--- src/rtl/mem_stage_pkg.sv ---
// Shared definitions for the memory stage: memory-op and ALU codes, FSM states,
// and small op-decode helpers.
package mem_stage_pkg;

  typedef enum logic [2:0] {
    MEM_NONE = 3'd0,
    MEM_LW   = 3'd1,
    MEM_LB   = 3'd2,
    MEM_LBU  = 3'd3,
    MEM_SW   = 3'd4,
    MEM_SB   = 3'd5
  } mem_op_e;

  typedef enum logic [3:0] {
    ALU_ADD = 4'd0,
    ALU_SUB = 4'd1,
    ALU_AND = 4'd2,
    ALU_OR  = 4'd3,
    ALU_XOR = 4'd4,
    ALU_SLT = 4'd5,
    ALU_SLL = 4'd6,
    ALU_SRL = 4'd7,
    ALU_SRA = 4'd8,
    ALU_LUI = 4'd9
  } alu_op_e;

  typedef enum logic [1:0] {
    IDLE = 2'd0,
    BUS  = 2'd1,
    DONE = 2'd2
  } state_e;

  function automatic logic is_store(mem_op_e op);
    return (op == MEM_SW) || (op == MEM_SB);
  endfunction

  function automatic logic is_mem(mem_op_e op);
    return (op == MEM_LW) || (op == MEM_LB) || (op == MEM_LBU) || is_store(op);
  endfunction

  // Only word accesses can be misaligned; byte accesses are legal at any address.
  function automatic logic addr_misaligned(mem_op_e op, logic [1:0] lo);
    return ((op == MEM_LW) || (op == MEM_SW)) && (lo != 2'b00);
  endfunction

endpackage

--- src/rtl/mem_stage_if.sv ---
// Execute handshake, data bus, writeback and exception signals of the memory stage.
interface mem_stage_if;
  logic        ex_valid;
  logic        ex_ready;
  logic [31:0] ex_addr;
  logic [31:0] ex_wdata;
  logic [2:0]  ex_mem_op;
  logic [4:0]  ex_wreg;

  logic        bus_req;
  logic        bus_we;
  logic [31:0] bus_addr;
  logic [3:0]  bus_be;
  logic [31:0] bus_wdata;
  logic        bus_ack;
  logic [31:0] bus_rdata;

  logic        wb_valid;
  logic [4:0]  wb_reg;
  logic [31:0] wb_data;

  logic        exc_adel;
  logic        exc_ades;
  logic        exc_buserr;
  logic [31:0] exc_badvaddr;

  modport master (
    input  ex_valid, ex_addr, ex_wdata, ex_mem_op, ex_wreg, bus_ack, bus_rdata,
    output ex_ready, bus_req, bus_we, bus_addr, bus_be, bus_wdata,
           wb_valid, wb_reg, wb_data, exc_adel, exc_ades, exc_buserr, exc_badvaddr
  );

  modport slave (
    output ex_valid, ex_addr, ex_wdata, ex_mem_op, ex_wreg, bus_ack, bus_rdata,
    input  ex_ready, bus_req, bus_we, bus_addr, bus_be, bus_wdata,
           wb_valid, wb_reg, wb_data, exc_adel, exc_ades, exc_buserr, exc_badvaddr
  );
endinterface

--- src/rtl/mem_align.sv ---
// Little-endian byte-lane logic: store lane enables and replicated data,
// and load byte selection with sign/zero extension.
module mem_align
  import mem_stage_pkg::*;
(
  input  mem_op_e     op_i,
  input  logic [1:0]  lane_i,
  input  logic [31:0] wdata_i,
  input  logic [31:0] rdata_i,
  output logic [3:0]  be_o,
  output logic [31:0] st_data_o,
  output logic [31:0] ld_data_o
);

  logic [7:0] rd_byte;

  assign rd_byte = rdata_i[{lane_i, 3'b000} +: 8];

  always_comb begin
    be_o      = 4'b0000;
    st_data_o = 32'h0;
    ld_data_o = 32'h0;
    case (op_i)
      MEM_LW: begin
        be_o      = 4'b1111;
        ld_data_o = rdata_i;
      end
      MEM_LB: begin
        be_o      = 4'b0001 << lane_i;
        ld_data_o = {{24{rd_byte[7]}}, rd_byte};
      end
      MEM_LBU: begin
        be_o      = 4'b0001 << lane_i;
        ld_data_o = {24'h0, rd_byte};
      end
      MEM_SW: begin
        be_o      = 4'b1111;
        st_data_o = wdata_i;
      end
      // The byte is replicated on every lane; be_o picks the one the slave writes.
      MEM_SB: begin
        be_o      = 4'b0001 << lane_i;
        st_data_o = {4{wdata_i[7:0]}};
      end
      default: ;
    endcase
  end

endmodule

--- src/rtl/mem_stage.sv ---
// Memory pipeline stage: accepts one op from execute, runs a single bus
// transaction for loads/stores (with ack timeout) and produces writeback or exceptions.
module mem_stage
  import mem_stage_pkg::*;
#(
  parameter int unsigned TIMEOUT = 255
) (
  input  logic clk,
  input  logic rst_n,
  mem_stage_if.master m
);

  localparam int CNT_W = (TIMEOUT > 1) ? $clog2(TIMEOUT + 1) : 1;

  state_e           state_q, state_d;
  mem_op_e          op_q, op_d;
  logic [31:0]      addr_q, addr_d;
  logic [31:0]      wdata_q, wdata_d;
  logic [31:0]      rdata_q, rdata_d;
  logic [4:0]       wreg_q, wreg_d;
  logic [CNT_W-1:0] cnt_q, cnt_d;
  logic             wb_valid_q, wb_valid_d;
  logic [4:0]       wb_reg_q, wb_reg_d;
  logic [31:0]      wb_data_q, wb_data_d;
  logic             adel_q, adel_d;
  logic             ades_q, ades_d;
  logic             buserr_q, buserr_d;
  logic [31:0]      badv_q, badv_d;

  mem_op_e     ex_op;
  logic [3:0]  align_be;
  logic [31:0] align_wdata;
  logic [31:0] align_ld;
  logic        in_bus;

  assign ex_op  = mem_op_e'(m.ex_mem_op);
  assign in_bus = (state_q == BUS);

  mem_align u_align (
    .op_i      (op_q),
    .lane_i    (addr_q[1:0]),
    .wdata_i   (wdata_q),
    .rdata_i   (rdata_q),
    .be_o      (align_be),
    .st_data_o (align_wdata),
    .ld_data_o (align_ld)
  );

  always_comb begin
    state_d    = state_q;
    op_d       = op_q;
    addr_d     = addr_q;
    wdata_d    = wdata_q;
    rdata_d    = rdata_q;
    wreg_d     = wreg_q;
    cnt_d      = cnt_q;
    wb_valid_d = 1'b0;
    wb_reg_d   = wb_reg_q;
    wb_data_d  = wb_data_q;
    adel_d     = 1'b0;
    ades_d     = 1'b0;
    buserr_d   = 1'b0;
    badv_d     = badv_q;
    case (state_q)
      IDLE: begin
        if (m.ex_valid) begin
          if (addr_misaligned(ex_op, m.ex_addr[1:0])) begin
            badv_d = m.ex_addr;
            if (ex_op == MEM_LW) adel_d = 1'b1;
            else                 ades_d = 1'b1;
          end else if (is_mem(ex_op)) begin
            op_d    = ex_op;
            addr_d  = m.ex_addr;
            wdata_d = m.ex_wdata;
            wreg_d  = is_store(ex_op) ? 5'd0 : m.ex_wreg;
            cnt_d   = '0;
            state_d = BUS;
          end else begin
            wb_valid_d = 1'b1;
            wb_reg_d   = m.ex_wreg;
            wb_data_d  = m.ex_addr;
          end
        end
      end
      // Ack wins over timeout when both land on the same cycle.
      BUS: begin
        if (m.bus_ack) begin
          rdata_d = m.bus_rdata;
          state_d = DONE;
        end else if (cnt_q == CNT_W'(TIMEOUT - 1)) begin
          buserr_d = 1'b1;
          badv_d   = addr_q;
          state_d  = IDLE;
        end else begin
          cnt_d = cnt_q + 1'b1;
        end
      end
      DONE: begin
        wb_valid_d = 1'b1;
        wb_reg_d   = wreg_q;
        wb_data_d  = is_store(op_q) ? 32'h0 : align_ld;
        state_d    = IDLE;
      end
      default: state_d = IDLE;
    endcase
  end

  always_ff @(posedge clk or negedge rst_n) begin
    if (!rst_n) begin
      state_q    <= IDLE;
      op_q       <= MEM_NONE;
      addr_q     <= 32'h0;
      wdata_q    <= 32'h0;
      rdata_q    <= 32'h0;
      wreg_q     <= 5'd0;
      cnt_q      <= '0;
      wb_valid_q <= 1'b0;
      wb_reg_q   <= 5'd0;
      wb_data_q  <= 32'h0;
      adel_q     <= 1'b0;
      ades_q     <= 1'b0;
      buserr_q   <= 1'b0;
      badv_q     <= 32'h0;
    end else begin
      state_q    <= state_d;
      op_q       <= op_d;
      addr_q     <= addr_d;
      wdata_q    <= wdata_d;
      rdata_q    <= rdata_d;
      wreg_q     <= wreg_d;
      cnt_q      <= cnt_d;
      wb_valid_q <= wb_valid_d;
      wb_reg_q   <= wb_reg_d;
      wb_data_q  <= wb_data_d;
      adel_q     <= adel_d;
      ades_q     <= ades_d;
      buserr_q   <= buserr_d;
      badv_q     <= badv_d;
    end
  end

  // Bus outputs decode straight from state so reset drops bus_req without a clock.
  assign m.ex_ready     = (state_q == IDLE);
  assign m.bus_req      = in_bus;
  assign m.bus_we       = in_bus & is_store(op_q);
  assign m.bus_addr     = in_bus ? {addr_q[31:2], 2'b00} : 32'h0;
  assign m.bus_be       = in_bus ? align_be : 4'b0000;
  assign m.bus_wdata    = in_bus ? align_wdata : 32'h0;
  assign m.wb_valid     = wb_valid_q;
  assign m.wb_reg       = wb_reg_q;
  assign m.wb_data      = wb_data_q;
  assign m.exc_adel     = adel_q;
  assign m.exc_ades     = ades_q;
  assign m.exc_buserr   = buserr_q;
  assign m.exc_badvaddr = badv_q;

endmodule

--- src/flat_wrapper.sv ---
// flat-port wrapper written by rule: the top's interface ports become plain ports
module mem_stage_flat import mem_stage_pkg::*;
#(
  parameter int unsigned TIMEOUT = 255
)
  (clk, rst_n, m_ex_valid, m_ex_addr, m_ex_wdata, m_ex_mem_op, m_ex_wreg, m_bus_ack, m_bus_rdata, m_ex_ready, m_bus_req, m_bus_we, m_bus_addr, m_bus_be, m_bus_wdata, m_wb_valid, m_wb_reg, m_wb_data, m_exc_adel, m_exc_ades, m_exc_buserr, m_exc_badvaddr);
  mem_stage_if m_i ();
  input  logic clk;
  input  logic rst_n;
  input wire logic [$bits(m_i.ex_valid)-1:0] m_ex_valid;
  input wire logic [$bits(m_i.ex_addr)-1:0] m_ex_addr;
  input wire logic [$bits(m_i.ex_wdata)-1:0] m_ex_wdata;
  input wire logic [$bits(m_i.ex_mem_op)-1:0] m_ex_mem_op;
  input wire logic [$bits(m_i.ex_wreg)-1:0] m_ex_wreg;
  input wire logic [$bits(m_i.bus_ack)-1:0] m_bus_ack;
  input wire logic [$bits(m_i.bus_rdata)-1:0] m_bus_rdata;
  output wire logic [$bits(m_i.ex_ready)-1:0] m_ex_ready;
  output wire logic [$bits(m_i.bus_req)-1:0] m_bus_req;
  output wire logic [$bits(m_i.bus_we)-1:0] m_bus_we;
  output wire logic [$bits(m_i.bus_addr)-1:0] m_bus_addr;
  output wire logic [$bits(m_i.bus_be)-1:0] m_bus_be;
  output wire logic [$bits(m_i.bus_wdata)-1:0] m_bus_wdata;
  output wire logic [$bits(m_i.wb_valid)-1:0] m_wb_valid;
  output wire logic [$bits(m_i.wb_reg)-1:0] m_wb_reg;
  output wire logic [$bits(m_i.wb_data)-1:0] m_wb_data;
  output wire logic [$bits(m_i.exc_adel)-1:0] m_exc_adel;
  output wire logic [$bits(m_i.exc_ades)-1:0] m_exc_ades;
  output wire logic [$bits(m_i.exc_buserr)-1:0] m_exc_buserr;
  output wire logic [$bits(m_i.exc_badvaddr)-1:0] m_exc_badvaddr;
  assign m_i.ex_valid = m_ex_valid;
  assign m_i.ex_addr = m_ex_addr;
  assign m_i.ex_wdata = m_ex_wdata;
  assign m_i.ex_mem_op = m_ex_mem_op;
  assign m_i.ex_wreg = m_ex_wreg;
  assign m_i.bus_ack = m_bus_ack;
  assign m_i.bus_rdata = m_bus_rdata;
  assign m_ex_ready = m_i.ex_ready;
  assign m_bus_req = m_i.bus_req;
  assign m_bus_we = m_i.bus_we;
  assign m_bus_addr = m_i.bus_addr;
  assign m_bus_be = m_i.bus_be;
  assign m_bus_wdata = m_i.bus_wdata;
  assign m_wb_valid = m_i.wb_valid;
  assign m_wb_reg = m_i.wb_reg;
  assign m_wb_data = m_i.wb_data;
  assign m_exc_adel = m_i.exc_adel;
  assign m_exc_ades = m_i.exc_ades;
  assign m_exc_buserr = m_i.exc_buserr;
  assign m_exc_badvaddr = m_i.exc_badvaddr;
  mem_stage #(.TIMEOUT(TIMEOUT)) u_core (.clk(clk), .rst_n(rst_n), .m(m_i));
endmodule
--- config.mk ---
export PLATFORM = sky130hd
export DESIGN_NAME = mem_stage_flat
export DESIGN_NICKNAME = d
export VERILOG_FILES = /design/src/rtl/mem_stage_pkg.sv /design/src/rtl/mem_stage_if.sv /design/src/rtl/mem_align.sv /design/src/rtl/mem_stage.sv /design/src/flat_wrapper.sv
export SDC_FILE = /design/constraint.sdc
export NUM_CORES = 1
export LEC_CHECK = 0
export CAP_MARGIN = 25
export CORE_UTILIZATION = 49
export CTS_CLUSTER_DIAMETER = 100
export DETAILED_ROUTE_END_ITERATION = 6
export PLACE_DENSITY = 0.81
export SLEW_MARGIN = 20
export SYNTH_ARGS = -nofsm -noshare
export SYNTH_HDL_FRONTEND = slang
export SYNTH_SLANG_ARGS = --single-unit
--- constraint.sdc ---
create_clock -name clk -period 2.2 [get_ports clk]
set_input_delay 0.33 -clock clk [delete_from_list [all_inputs] [get_ports clk]]
set_output_delay 0.33 -clock clk [all_outputs]
set_load 0.05 [all_outputs]
---- After elaboration in Yosys (flattened, before gate mapping) ----
Cells that the tools add are included.
cells by class
  bitwise operators ....................... 2
  reduce and logical (&&, ||, !) cells .... 19
  add/sub/neg operators ................... 1
  eq/ne operators ......................... 22
  shift-type cells ........................ 2
  muxes and demuxes ....................... 48
operator list
  kind                                                                   count
  32-bit 2-to-1 mux                                                      10
  32-bit one-hot mux with 2 select lines                                 3
  32-bit one-hot mux with 3 select lines                                 1
  8-bit 2-to-1 mux                                                       5
  32-bit by 6-bit indexed part select with 8-bit output                  1
  5-bit 2-to-1 mux                                                       4
  8-bit one-hot mux with 2 select lines                                  1
  1-bit 2-to-1 mux                                                       14
  3-bit by 2-bit equality test with 1-bit output, second input constant  4
  3-bit equality test, second input constant                             4
  2-bit != test, second input constant                                   6
  4-bit AND reduction                                                    3
  2-bit 2-to-1 mux                                                       5
  5-bit one-hot mux with 2 select lines                                  1
  8-bit by 1-bit adder with 8-bit output, second input constant          1
  8-bit equality test, second input constant                             1
  4-bit one-hot mux with 2 select lines                                  1
  3-bit by 1-bit equality test with 1-bit output, second input constant  2
  1-bit logical OR                                                       6
  6-bit AND reduction                                                    1
  2-bit nonzero test                                                     3
  5-bit AND reduction                                                    1
  4-bit 2-to-1 mux                                                       1
  2-bit by 1-bit != test with 1-bit output, second input constant        2
  13 further kinds                                                       13
storage, ports and cells
  bits of input ports ..................... 108
  register bits after elaboration ......... 187
  word-level logic and storage cells ...... 108
  output and inout port bits .............. 144

---- Depth between registers and ports, before layout ----
  word-level depth ........................ 8
  mapped depth ............................ 7
  depth with buffers taken out ............ 6

---- Modules after synthesis ----
A second synthesis with hierarchy kept.
second synthesis, totals
  cell total of the unflattened synthesis .. 778
  area total of the unflattened synthesis .. 9542.9 um^2
modules (own cells, without submodules)
  module     area each (um^2)  cells each  sequential area each (um^2)  times used
  mem_stage  8511.9            619         4679.5                       1
  mem_align  1031.0            159         0.0                          1

---- Worst setup path before layout ----
Ideal clock, no wire load.
  path kind ............................... register to output
  start ................................... reg u_core.state_q[0]
  end ..................................... out m_bus_wdata[11]
  stages on the path, launching flop included .. 8
  buffers on the path ..................... 3
  arrival time ............................ 2.299 ns
  slack ................................... -0.429 ns
  required time ........................... 1.870 ns
  cell sequence ........................... dfrtp_1 buf_2 nand2_1 inv_2 buf_2 nand3_1 clkbuf_1 a21oi_1
on the way
  cells in the longest elaborated chain, start to end .. 2
ends and longest elaborated chain
  item                                            line                RTL
  start, declared                                 mem_stage.sv:15     state_e state_q, state_d;
  start signal, assigned                          mem_stage.sv:125    state_q <= state_d;
  2-bit by 1-bit equality test with 1-bit output  mem_stage.sv:37     assign in_bus = (state_q == BUS);
  via m_bus_req                                   flat_wrapper.sv:18  output wire logic [$bits(m_i.bus_req)-1:0] m_bus_req;
  32-bit 2-to-1 mux                               mem_stage.sv:148    assign m.bus_wdata = in_bus ? align_wdata : 32'h0;
  end, declared                                   flat_wrapper.sv:22  output wire logic [$bits(m_i.bus_wdata)-1:0] m_bus_wdata;
The timed path passes the listed nets, and every way through them passes these cells.

---- Worst setup path in the final report ----
  start ................................... reg u_core.state_q[1]
  end ..................................... out m_bus_wdata[15]
on the way
  cells in the longest elaborated chain, start to end .. 2
ends and longest elaborated chain
  item                                            line
  2-bit by 1-bit equality test with 1-bit output  mem_stage.sv:37
  32-bit 2-to-1 mux                               mem_stage.sv:148
No other way between the ends.

==> results.toml <==
[setup_path]
rrSetupSlack_ps = 50
crit_type = "register to primary output"
crit_arrival_ps = 1900
cp.required_ps = 1870
end_kind = "primary output"
cp-start-kind = "register"
cp_max_fo = 5

[cts]
clkLatencyLatePin_ps = 440
h-tree-depth = 4
numCtsBuffers = 17
cts_tree = "built"
cts.sinks = 187
clock_path_buffers = 2
cts-root-buf = "clkbuf_16"
clk_pin_slew_ps = 80

[sta]
hold_viol = 0
finalMaxSlewViolations = 0
fin_skew_ps = 8.817
post-route-min-period_ps = 2232
period_share_pct = 101.4
layout_setup_ws_ps = -31.83
slew_headroom_pct = 54.09
whs_ps = 459.1
grt_setup_unrepaired = "true"
fin_setup_tns_ps = -74.61
worst_pin_slew_ps = 679.3
finalSetupViolations = 5
max_freq_ghz = 0.4481

[layout]
syn_to_final_growth_pct = 54.91
antenna_cells = 0
nNetsFinal = 1199
fin_util_pct = 78.04
n_fill_cell = 1065
seq_area_sq_um = 4682
multi_input_area_sq_um = 4527
drive_above_1_share_pct = 34.03

[synth]
synth_top_family_by_area = "multiplexers"
yosys_warnings = 0
netlist_instances = 803
synthArstFlopShare_pct = 100.0
synth.yosys.seq_area_share_pct = 51.18
synthXorXnorAreaFrac_pct = 0.5748
netlist.top_cell.by_area = "dfrtp_1"
synthesis.area_sq_um = 9143
syn-mean-instance-area_sq_um = 11.39
synth_area_leaders = "dfrtp_1 51%, mux2_2 16%, and2_1 4.4%, a21oi_1 2.7%, a21o_1 2.5%"
synthSimpleGateAreaFrac_pct = 11.47
ys_seq_elements = 187
synth_compound_area_share_pct = 14.42
synth_adder_area_share_pct = 0.2737
synth.area.mux_share_pct = 18.45
ys_types = 55
synth_top_cell_area_share_pct = 51.18
synth_edf_count = 0
ys.flop_type = "dfrtp_1"

[detailed_routing]
post-route-drc-count = 22
wl_mm = 29.57
dr.pass1.iters = 7
via_count = 7813
avgRoutedWirePerCell_um = 22.22
vias_per_cell = 5.870
drt_iter0_markers = 685
ant_nets = 0

[floorplan]
start_util_pct = 50.38
io_pins = 252
dieArea_sq_um = 19210
die_w_um = 138.6
dieHeight_um = 138.6
rows = 49
coreArea_sq_um = 18150

[power_and_ir_drop]
leakage_nw = 5.984
p_seq_share_pct = 32.1
vdd_ir_drop_max_v = 0.0008136
p_clk_share_pct = 16.9
power.internal_w = 0.01040
swShare_pct = 43.39
comb_power_share_pct = 51.1
p_total_w = 0.01837
switchingPower_w = 0.007969
powerDensity_nw_per_um2 = 1297

[job]
drv_cap = 0

[place]
hpwlAfterDp_mm = 19.77
numPortBuffers = 249
gp_congestion = 0.8469
dpl_worst_slack_ps = -284.3

[grt]
gr-total-overflow = 0
antenna_found_initial = 0
grt_pass1_wl_mm = 45.62
grt_max_degree = 69
grt_usage_pct = 31.13
grt_pass1_vias = 8007

[min_path]
hold_class = "primary input to async pin"

[run_status]
violations = "design-rule violations, negative setup slack"
run_status = "complete, but fails checks"
==> power groups by stage <==
stage | registers, W | clock network, W | logic (W)
after CTS | 0.00582 | 0.00313 | 0.00923
final | 0.00589 | 0.00310 | 0.00938
after global placement | 0.00577 | 0 | 0.00866
after detailed placement | 0.00585 | 0 | 0.00885
after global routing | 0.00602 | 0.00326 | 0.00977
after floorplan | 0.00774 | 0 | 0.00340
==> synthesized netlist by cell type, drive strengths merged, types with 2 or more instances <==
cell / count
a211o: 8
a21o: 30
a21oi: 51
a221o: 7
a22o: 7
a22oi: 24
and2: 65
and3b: 2
buf: 32
clkbuf: 26
dfrtp: 187
ha: 2
inv: 11
mux2: 132
mux2i: 20
nand2: 49
nand2b: 32
nand3: 3
nor2: 16
nor2b: 2
nor3b: 3
o2111ai: 2
o211ai: 27
o21ai: 35
or2: 3
or3b: 2
or4b: 2
xor2: 5
==> final cells by class <==
class                      count  area share [%]
timing repair buffer         324           28.32
tap                          229           2.023
sequential                   187           33.06
clock buffer                  18           3.101
inverter                      12          0.4241
multi-input combinational    547           31.96
clock inverter                14           1.104
==> placed cells by master, fill, tap and decap left out, types with 8 or more instances in the layout <==
| cell | synthesis | routed |
|---|---|---|
| inv_1 | 9 | 8 |
| a22oi_1 | 24 | 24 |
| a21oi_1 | 50 | 21 |
| a21oi_4 | 0 | 25 |
| a21o_1 | 30 | 30 |
| a211o_1 | 8 | 8 |
| and2_1 | 64 | 44 |
| clkdlybuf4s50_1 | 0 | 179 |
| o21ai_0 | 35 | 35 |
| and2_4 | 1 | 12 |
| nand2b_1 | 32 | 32 |
| nor2_1 | 16 | 16 |
| clkbuf_16 | 0 | 18 |
| o211ai_1 | 27 | 27 |
| buf_12 | 0 | 80 |
| mux2_2 | 127 | 127 |
| nand2_1 | 49 | 48 |
| mux2i_1 | 20 | 20 |
| buf_4 | 5 | 54 |
| dfrtp_1 | 187 | 185 |
| and2_2 | 0 | 9 |
==> worst max-delay path, cell delays in order (launching register included) <==
cell and delay, ps:
dfrtp_1 390, buf_6 130, inv_4 60, nand2_4 60, inv_6 80, nand3_4 110, buf_6 160, buf_16 140
a21oi_4 160, buf_12 160
==> path summary, 6_finish.rpt <==
check                                  start           endpoint  cells after the start
min                                    rst_n  u_core.addr_q[28]                      2
max reg2reg                u_core.state_q[0]  u_core.addr_q[13]                      5
min reg2reg                u_core.addr_q[11]  u_core.addr_q[11]                      1
min in group clk                m_ex_wreg[0]   u_core.wreg_q[0]                      3
max                        u_core.state_q[1]    m_bus_wdata[15]                      9
max in group asynchronous              rst_n     u_core.op_q[0]                      3
==> cells by family (layout without fill, tap and decap cells) <==
logic type | Yosys count | in the layout
AO/OA/AOI/OAI | 198 | 198
flip-flops | 187 | 187
AND/OR/NAND/NOR | 187 | 187
multiplexers | 152 | 152
buffers and inverters | 70 | 368
XOR/XNOR | 6 | 6
adder cells (fa/ha/maj) | 2 | 2
other | 1 | 2
==> per-layer routing <==
layer  track usage (%)  part of all wire (%)  up-vias
li1                  -                     -     3430
met1             37.38                    38     3930
met5                 0                     0        -
met3             6.285                   7.1       78
met4             15.08                   4.3        0
met2             53.67                    50      375
==> stage by stage <==
stage,std cells,instance area (sq um)
6_report,1331,14160
5_1_grt,1331,14160
4_1_cts,1324,14010
3_5_place_dp,1273,13010
3_3_place_gp,1273,13010
2_1_floorplan,804,9288
==> repair_timing <==
action | 4_1_cts | 5_1_grt
hold buffers | 1 | 0
pin swaps | 1 | 3
gates cloned | 4 | 1
endpoints found under the setup margin | 59 | 72
setup buffers | 14 | 8
hold endpoints to repair | 65 | 0
resized for setup | 43 | 20
Power figures use the tool's default switching activity.
